--- src/rtl/seg7_pkg.sv ---
// Shared types and active-low segment patterns for the seven-segment scan driver.
package seg7_pkg;

    typedef enum logic [1:0] {
        DIG0 = 2'd0,
        DIG1 = 2'd1,
        DIG2 = 2'd2,
        DIG3 = 2'd3
    } slot_t;

    typedef enum logic [3:0] {
        G_0     = 4'd0,
        G_1     = 4'd1,
        G_2     = 4'd2,
        G_3     = 4'd3,
        G_4     = 4'd4,
        G_5     = 4'd5,
        G_6     = 4'd6,
        G_7     = 4'd7,
        G_8     = 4'd8,
        G_9     = 4'd9,
        G_U     = 4'd10,
        G_D     = 4'd11,
        G_BLANK = 4'd15
    } glyph_t;

    // Bit order {g,f,e,d,c,b,a}; a 0 lights the segment.
    localparam logic [6:0] SEG_0     = 7'b1000000;
    localparam logic [6:0] SEG_1     = 7'b1111001;
    localparam logic [6:0] SEG_2     = 7'b0100100;
    localparam logic [6:0] SEG_3     = 7'b0110000;
    localparam logic [6:0] SEG_4     = 7'b0011001;
    localparam logic [6:0] SEG_5     = 7'b0010010;
    localparam logic [6:0] SEG_6     = 7'b0000010;
    localparam logic [6:0] SEG_7     = 7'b1111000;
    localparam logic [6:0] SEG_8     = 7'b0000000;
    localparam logic [6:0] SEG_9     = 7'b0010000;
    localparam logic [6:0] SEG_U     = 7'b1000001;
    localparam logic [6:0] SEG_D     = 7'b0100001;
    localparam logic [6:0] SEG_BLANK = 7'b1111111;

    localparam logic [3:0] AN_OFF = 4'b1111;

endpackage

--- src/rtl/seg7_scan_driver_if.sv ---
// Display-side bundle: count/direction/enable in, anode/segment drive out.
interface seg7_scan_driver_if;
    logic [3:0] value_in;
    logic       count_up;
    logic       enable;
    logic [3:0] an;
    logic [6:0] seg;
    logic       dp;

    modport master (output value_in, count_up, enable, input an, seg, dp);
    modport slave  (input value_in, count_up, enable, output an, seg, dp);
endinterface

--- src/rtl/seg7_encode.sv ---
// Combinational glyph code to active-low segment pattern; unknown codes go blank.
module seg7_encode
    import seg7_pkg::*;
(
    input  glyph_t     glyph,
    output logic [6:0] seg
);

    always_comb begin
        seg = SEG_BLANK;
        case (glyph)
            G_0:     seg = SEG_0;
            G_1:     seg = SEG_1;
            G_2:     seg = SEG_2;
            G_3:     seg = SEG_3;
            G_4:     seg = SEG_4;
            G_5:     seg = SEG_5;
            G_6:     seg = SEG_6;
            G_7:     seg = SEG_7;
            G_8:     seg = SEG_8;
            G_9:     seg = SEG_9;
            G_U:     seg = SEG_U;
            G_D:     seg = SEG_D;
            default: seg = SEG_BLANK;
        endcase
    end

endmodule

--- src/rtl/seg7_scan_driver.sv ---
// Scans a 0..15 count (decimal, digits 1:0) and a direction glyph (digit 3) onto a
// 4-digit common-anode display, with a per-frame snapshot and anti-ghost blanking.
module seg7_scan_driver
    import seg7_pkg::*;
#(
    parameter int DIGIT_TICKS = 100000,
    parameter int BLANK_TICKS = 2,
    parameter bit LZ_BLANK    = 1'b1
) (
    input  logic              clk,
    input  logic              reset,
    seg7_scan_driver_if.slave bus
);

    localparam int TW = (DIGIT_TICKS > 1) ? $clog2(DIGIT_TICKS) : 1;
    localparam logic [TW-1:0] TICK_LAST = TW'(DIGIT_TICKS - 1);
    localparam logic [TW-1:0] BLANK_T   = TW'(BLANK_TICKS);

    logic [4:0]    sync1, sync2, sync3;
    logic          stable;
    logic [TW-1:0] tick;
    logic          wrap;
    slot_t         slot, slot_nxt;
    logic [3:0]    snap_val;
    logic          snap_up;
    logic          first;
    logic          load;
    logic          tens;
    logic [3:0]    units;
    glyph_t        glyph;
    logic [3:0]    an_nxt;
    logic [6:0]    seg_nxt;

    // Upstream runs on a divided clock; the third stage only detects settling.
    always_ff @(posedge clk or posedge reset) begin
        if (reset) begin
            sync1 <= '0;
            sync2 <= '0;
            sync3 <= '0;
        end else begin
            sync1 <= {bus.value_in, bus.count_up};
            sync2 <= sync1;
            sync3 <= sync2;
        end
    end

    assign stable = (sync2 == sync3);

    assign wrap = (tick == TICK_LAST);

    always_ff @(posedge clk or posedge reset) begin
        if (reset) tick <= '0;
        else       tick <= wrap ? '0 : tick + 1'b1;
    end

    always_ff @(posedge clk or posedge reset) begin
        if (reset) slot <= DIG0;
        else       slot <= slot_nxt;
    end

    always_comb begin
        slot_nxt = slot;
        if (wrap) begin
            case (slot)
                DIG0:    slot_nxt = DIG1;
                DIG1:    slot_nxt = DIG2;
                DIG2:    slot_nxt = DIG3;
                default: slot_nxt = DIG0;
            endcase
        end
    end

    // Snapshot only at frame boundaries so a frame never mixes two values.
    assign load = stable && (first || (wrap && slot == DIG3));

    always_ff @(posedge clk or posedge reset) begin
        if (reset) begin
            snap_val <= '0;
            snap_up  <= 1'b1;
            first    <= 1'b1;
        end else if (load) begin
            {snap_val, snap_up} <= sync2;
            first               <= 1'b0;
        end
    end

    assign tens  = (snap_val >= 4'd10);
    assign units = tens ? snap_val - 4'd10 : snap_val;

    always_comb begin
        glyph  = G_BLANK;
        an_nxt = AN_OFF;
        case (slot)
            DIG0: begin
                glyph  = glyph_t'(units);
                an_nxt = 4'b1110;
            end
            DIG1: begin
                if (tens || !LZ_BLANK) begin
                    glyph  = glyph_t'({3'b000, tens});
                    an_nxt = 4'b1101;
                end
            end
            DIG3: begin
                glyph  = snap_up ? G_U : G_D;
                an_nxt = 4'b0111;
            end
            default: begin
                glyph  = G_BLANK;
                an_nxt = AN_OFF;
            end
        endcase
        if (!bus.enable || tick < BLANK_T) begin
            glyph  = G_BLANK;
            an_nxt = AN_OFF;
        end
    end

    seg7_encode u_encode (
        .glyph (glyph),
        .seg   (seg_nxt)
    );

    always_ff @(posedge clk or posedge reset) begin
        if (reset) begin
            bus.an  <= AN_OFF;
            bus.seg <= SEG_BLANK;
        end else begin
            bus.an  <= an_nxt;
            bus.seg <= seg_nxt;
        end
    end

    assign bus.dp = 1'b1;

endmodule

--- src/flat_wrapper.sv ---
// flat-port wrapper written by rule: the top's interface ports become plain ports
module seg7_scan_driver_flat import seg7_pkg::*;
#(
    parameter int DIGIT_TICKS = 100000,
    parameter int BLANK_TICKS = 2,
    parameter bit LZ_BLANK    = 1'b1
)
  (clk, reset, bus_value_in, bus_count_up, bus_enable, bus_an, bus_seg, bus_dp);
  seg7_scan_driver_if bus_i ();
  input  logic clk;
  input  logic reset;
  input wire logic [$bits(bus_i.value_in)-1:0] bus_value_in;
  input wire logic [$bits(bus_i.count_up)-1:0] bus_count_up;
  input wire logic [$bits(bus_i.enable)-1:0] bus_enable;
  output wire logic [$bits(bus_i.an)-1:0] bus_an;
  output wire logic [$bits(bus_i.seg)-1:0] bus_seg;
  output wire logic [$bits(bus_i.dp)-1:0] bus_dp;
  assign bus_i.value_in = bus_value_in;
  assign bus_i.count_up = bus_count_up;
  assign bus_i.enable = bus_enable;
  assign bus_an = bus_i.an;
  assign bus_seg = bus_i.seg;
  assign bus_dp = bus_i.dp;
  seg7_scan_driver #(.DIGIT_TICKS(DIGIT_TICKS), .BLANK_TICKS(BLANK_TICKS), .LZ_BLANK(LZ_BLANK)) u_core (.clk(clk), .reset(reset), .bus(bus_i));
endmodule
--- config.mk ---
export PLATFORM = sky130hd
export DESIGN_NAME = seg7_scan_driver_flat
export DESIGN_NICKNAME = d
export VERILOG_FILES = /design/src/rtl/seg7_pkg.sv /design/src/rtl/seg7_scan_driver_if.sv /design/src/rtl/seg7_encode.sv /design/src/rtl/seg7_scan_driver.sv /design/src/flat_wrapper.sv
export SDC_FILE = /design/constraint.sdc
export NUM_CORES = 1
export LEC_CHECK = 0
export CAP_MARGIN = 25
export CORE_MARGIN = 2
export CORE_UTILIZATION = 55
export CTS_CLUSTER_DIAMETER = 40
export DETAILED_ROUTE_END_ITERATION = 8
export PLACE_DENSITY = 0.86
export SLEW_MARGIN = 20
export SYNTH_ARGS = -nofsm -noshare
export SYNTH_HDL_FRONTEND = slang
export SYNTH_HIERARCHICAL = 1
export SYNTH_SLANG_ARGS = --single-unit
export TNS_END_PERCENT = 5
--- constraint.sdc ---
create_clock -name clk -period 3.4 [get_ports clk]
set_clock_uncertainty 0.15 [all_clocks]
set_input_delay 0.68 -clock clk [delete_from_list [all_inputs] [get_ports clk]]
set_output_delay 0.68 -clock clk [all_outputs]
set_load 0.03 [all_outputs]
==> run metrics, run 1 <==
fmax about 350 MHz; WL final roughly 4.2 mm; total CTS buffers 5; cell area power density 435 nW/µm²; IO buf count 17; max-capacitance violation count 0; DP HPWL approximately 3 mm; Rel. slew slack 0.655; number of enable flip-flop cells after synthesis 0; CTS Sinks 50; slowest stage delay, CP about 0.56 ns; Cell Area, Placed around 2600 µm²; worst endpoint required time approximately 3.5 ns; Non-Filler Instances 300; Design Power ~1.2 mW; Data arrival, critical path ~3 ns; grt ovf 0; DRC 0; crit path from u_core/tick[10]; CP Class flip-flop to flip-flop; chip height 70.4 µm; area delta synth->final 15.2%; area of the die 4960 µm²; wl on met1 1.94 mm; family with the most delay on the worst path simple AND/OR/NAND/NOR gates; commonest non-fill, non-tap cell in the layout dfrtp_1; share of layout cells above drive strength 1 0.137; reg2reg start u_core/tick[10]; Placed Cells between 200 and 300; via density per instance 5.56; Yosys warning total 6; met3 wire length between 150 and 200 µm; RSZ-0062 raised after global routing false; H-tree levels 2; Mapped Area 2420 µm²; Post-CTS Resized 0; crit path launch type flip-flop; design area ~2800 µm²; Final Net Count between 200 and 300; # IOs 20; GPL Wtd Cong a little under 0.9; GRT Overall Usage 0.186; commonest non-fill, non-tap cells in the layout 38 x dfrtp_1, 17 x clkdlybuf4s50_1, 17 x o21ai_0; clk_lat worst skew between 0.3 and 0.4 ns; # fillers 340; Row Count 24; setup violators final 0; synth top area cells dfrtp_1 39%, dfstp_2 13%, ha_1 7.2%, o21ai_0 3.5%, xnor2_1 3.3%; largest net degree at the start of global routing 46; setup TNS 0 ns; worst min path class flip-flop to flip-flop; Core Footprint roughly 4300 µm²; Cells after Synth 225; synthesized area per cell between 10 and 15 µm²; # hold bufs at CTS 0; area share of the largest cell type after synthesis 0.392; Post-synth ARST share 1.00; worst path cell trace or4_1 -> nor4_1 -> a21oi_1 -> o211ai_1 -> inv_1 -> ha_1 -> and2b_2 -> o22ai_1; Hold WS a little over 0.2 ns; Tcrit/Tclk final 0.836; CP bufs+invs 1; sequential-to-total area share from yosys stat 0.522; ANT cells 0; Slew Viols, Final 0; Highest Signal Layer met4; Max Fanout on Critical Path 5; antenna violations before repair 0; Period minus WS final around 2.8 ns; synth unique cells 40; Critical Path Slowest Stage Cell or4_1; post-CTS setup buffer count 0; Max VDD drop 251 µV; worst-margin pin slew about 0.52 ns; R2R Setup Slk approximately 0.56 ns; Worst setup EP type flip-flop; First-pass DRT Iterations 4; number of global-route vias before repair 1625; #FFs+latches synth 50; TritonCTS clock tree yes; dominant synthesized flop cell dfrtp_1; first-pass GRT wire length between 7 and 8 mm; DR vias around 1700; clock root buffer clkbuf_8; status finished, final reports clean; Initial Util 0.565; largest area contributor in the netlist dfrtp_1; Fin. Hold Viols 0; Max Root-Sink Buffers 2; Min-Delay Startpoint u_core/sync1[2]; 1st-iter DRT viols 69; leakage roughly 1.2 nW; Chip Width just over 70 µm; DR WL met2 a little under 2 mm; clk slew on worst S/H paths approximately 0.090 ns; WL/cell 13.9 µm; post-route ant nets 0
## path summary, 6_finish.rpt
kind,cells after the start,endpoint
max,8,u_core/bus.seg[3]
min,0,u_core/sync2[2]
max reg2reg,8,u_core/bus.seg[3]
min reg2reg,0,u_core/sync2[2]
max in group asynchronous,4,u_core/bus.an[1]
min in group asynchronous,2,u_core/sync3[4]
## through the flow
stage / util / worst slack, ns
CTS: 0.644 / 0.543
finish: 0.651 / 0.558
global route: 0.651 / 0.318
global placement: 0.612 / 0.585
detailed placement: 0.612 / 0.493
floorplan: - / 0.957
## metal layers
metal | global-route usage | vias up
met4 | 0.0769 | 0
met3 | 0.0491 | 6
li1 | - | 827
met2 | 0.300 | 44
met5 | 0 | -
met1 | 0.237 | 790
## sequential cells by signal (all words and copies together) (netlist names)
register / count
u_core/bus.an: 3
u_core/bus.seg: 7
u_core/first: 1
u_core/slot: 2
u_core/snap_up: 1
u_core/snap_val: 4
u_core/sync1: 5
u_core/sync2: 5
u_core/sync3: 5
u_core/tick: 17
## Yosys cell counts, drive strengths merged, types with 2 or more instances
master / instances
nor3: 4
mux2i: 2
or3: 2
a21boi: 2
nand3: 14
nand2: 16
inv: 11
a21oi: 7
nor4: 3
buf: 4
or4: 3
xnor2: 9
ha: 14
xor2: 9
nand4: 7
o21ai: 17
dfrtp: 38
dfstp: 12
nand2b: 3
and4: 3
nor3b: 2
and2: 2
or2: 4
a31oi: 2
o211ai: 8
nor2: 14
and2b: 5
## report_power, final
| part | total [mW] | internal (mW) | switching [mW] |
|---|---|---|---|
| clock network | 0.493 | 0.295 | 0.199 |
| logic | 0.0973 | 0.0403 | 0.0571 |
| registers | 0.623 | 0.617 | 0.00671 |
## cell families (layout without fill, tap and decap cells)
group / Yosys count / after routing / share of synthesized area
simple gates: 85 / 85 / 0.200
fa+ha+maj: 14 / 14 / 0.0722
other cells: 1 / 2 / 0.00155
flops: 50 / 50 / 0.522
xor+xnor: 18 / 18 / 0.0650
mux: 2 / 2 / 0.00826
compound gates: 39 / 39 / 0.0965
buf+inv: 16 / 38 / 0.0346
## cell type report
type,instances,area (µm²),share of cell area
multi-input combinational,160,1080,0.386
sequential,50,1270,0.453
clock buffer,5,68.8,0.0246
timing repair buffer,19,205,0.0734
inverter,11,41.3,0.0148
clock inverter,3,68.8,0.0246
tap,52,65.1,0.0233
Note: power is estimated with default switching activity, not from simulation.
==> run 2: changes to the inputs <==
- clock period: 3.4 -> 2.65 ns (I/O delays scaled with it)
==> run 2 against run 1 <==
Compared with the run above:
- combinational power up 31%
- cell count increased by 2.0%
- clock power is 9.1% lower
- maximum frequency up 12%
- count of clock-buffer cells in the layout is the same
- critical path type unchanged
- critical endpoint unchanged
- largest power group unchanged
- highest routed layer unchanged
==> run metrics, run 2 (same netlist as run 1, synthesis figures left out) <==
crit path launch type flip-flop; post-route ant nets 0; design area 2780 µm²; Cell Area, Placed approximately 2700 µm²; Row Count 24; commonest non-fill, non-tap cells in the layout 38 x dfrtp_1, 17 x clkdlybuf4s50_1, 17 x o21ai_0; Design Power between 1 and 1.5 mW; leakage roughly 1.2 nW; worst endpoint required time approximately 2.7 ns; WL/cell 13.7 µm; largest net degree at the start of global routing 27; antenna violations before repair 0; First-pass DRT Iterations 4; Max VDD drop between 300 and 400 µV; area delta synth->final 14.7%; number of global-route vias before repair approximately 1700; cell area power density 494 nW/µm²; area of the die between 4000 and 5000 µm²; fmax between 300 and 400 MHz; worst-margin pin slew approximately 0.5 ns; RSZ-0062 raised after global routing false; GRT Overall Usage 0.189; max-capacitance violation count 0; clk slew on worst S/H paths 0.09 ns; DRC 0; Max Root-Sink Buffers 2; fin worst setup slack roughly 0.12 ns; DR vias between 1500 and 2000; Slew Viols, Final 0; total CTS buffers 5; clock root buffer clkbuf_8; pre-CTS WS 0.0859 ns; Fin. Hold Viols 0; setup violators final 0; Data arrival, critical path ~2.6 ns; first-pass GRT wire length ~7.5 mm; worst min path class flip-flop to flip-flop; grt ovf 0; Initial Util 0.565; Rel. slew slack 0.656; Placed Cells around 300; status finished, final reports clean; Core Footprint ~4300 µm²; WL final ~4.2 mm; clk_lat worst skew ~0.3 ns; Most flops, register u_core/tick; max FFs per register 17; Final Util 0.648; # IOs 20; 1st-iter DRT viols 126; Worst setup EP type flip-flop; H-tree levels 2; Regs by FF count u_core/tick (17), u_core/bus.seg (7); Tcrit/Tclk final 0.956; Chip Width approximately 70 µm; Hold WS between 0.2 and 0.25 ns; CTS Sinks 50; via density per instance between 5 and 6; commonest non-fill, non-tap cell in the layout dfrtp_1; TritonCTS clock tree yes; DP HPWL between 3 and 4 mm; GPL Wtd Cong approximately 0.84; IO buf count 17; chip height 70.4 µm; Non-Filler Instances a little over 300; Period minus WS final 2.53 ns; setup TNS 0 ns; CP Class flip-flop to flip-flop; Max Fanout on Critical Path 5; ANT cells 0; share of layout cells above drive strength 1 0.161; Final Net Count about 280; post-CTS setup buffer count 0
[run 2: cell count changes in the layout (fill, tap and decap cells not counted)]
cell        before  now
clkinvlp_4       0    1
bufinv_16        2    0
inv_6            0    1
nor4_2           0    1
buf_16           1    0
nor4_1           2    1
buf_4            1    8
[run 2: what timing repair did]
action,in CTS,in global routing
endpoints found under the hold margin,0,0
resized for setup,0,1
setup endpoints to repair,0,2
hold buffers,0,0
[run 2: worst paths after layout]
path                            startpoint           endpoint  slack (ns)  cells past startpoint
min reg2reg                u_core/sync1[1]    u_core/sync2[1]        0.21                      0
max in group asynchronous            reset     u_core/tick[8]        1.36                      3
max                        u_core/tick[10]  u_core/bus.seg[3]        0.12                      8
max reg2reg                u_core/tick[10]  u_core/bus.seg[3]        0.12                      8
min                        u_core/sync1[1]    u_core/sync2[1]        0.21                      0
min in group asynchronous            reset     u_core/slot[1]        0.42                      2
[run 2: report_power, final]
group	total [mW]	internal, mW	leakage [nW]	switching [mW]
Combinational	0.127	0.0513	0.543	0.0756
Clock	0.448	0.191	0.0447	0.257
Sequential	0.800	0.791	0.607	0.00870
[run 2: worst max-delay path, cell delays in order, from the launching register on]
cell	delay (ns)
dfrtp_1	0.44
or4_1	0.55
nor4_2	0.18
a21oi_1	0.19
o211ai_1	0.16
inv_1	0.14
ha_1	0.33
and2b_2	0.19
o22ai_1	0.13
[run 2: area by class of cell]
class                           count  area [µm²]
Clock buffer                        5        68.8
Multi-Input combinational cell    160        1080
Inverter                           11        41.3
Fill cell                         347        1510
Clock inverter                      3        25.0
Tap cell                           52        65.1
Timing Repair Buffer               25         230
Sequential cell                    50        1270
[run 2: metal layers]
metal | GRT usage | wire length (µm) | up-vias
li1 | - | - | 842
met1 | 0.247 | 1880 | 817
met2 | 0.308 | 2090 | 48
met3 | 0.0491 | 226 | 2
met4 | 0.0598 | 7 | 0
met5 | 0 | 0 | -
==> run 3: changes to the inputs <==
- CTS_CLUSTER_SIZE: unset -> 28
==> results of run 3 <==
No change in the layout: final DEF, timing and power equal those of run 2.
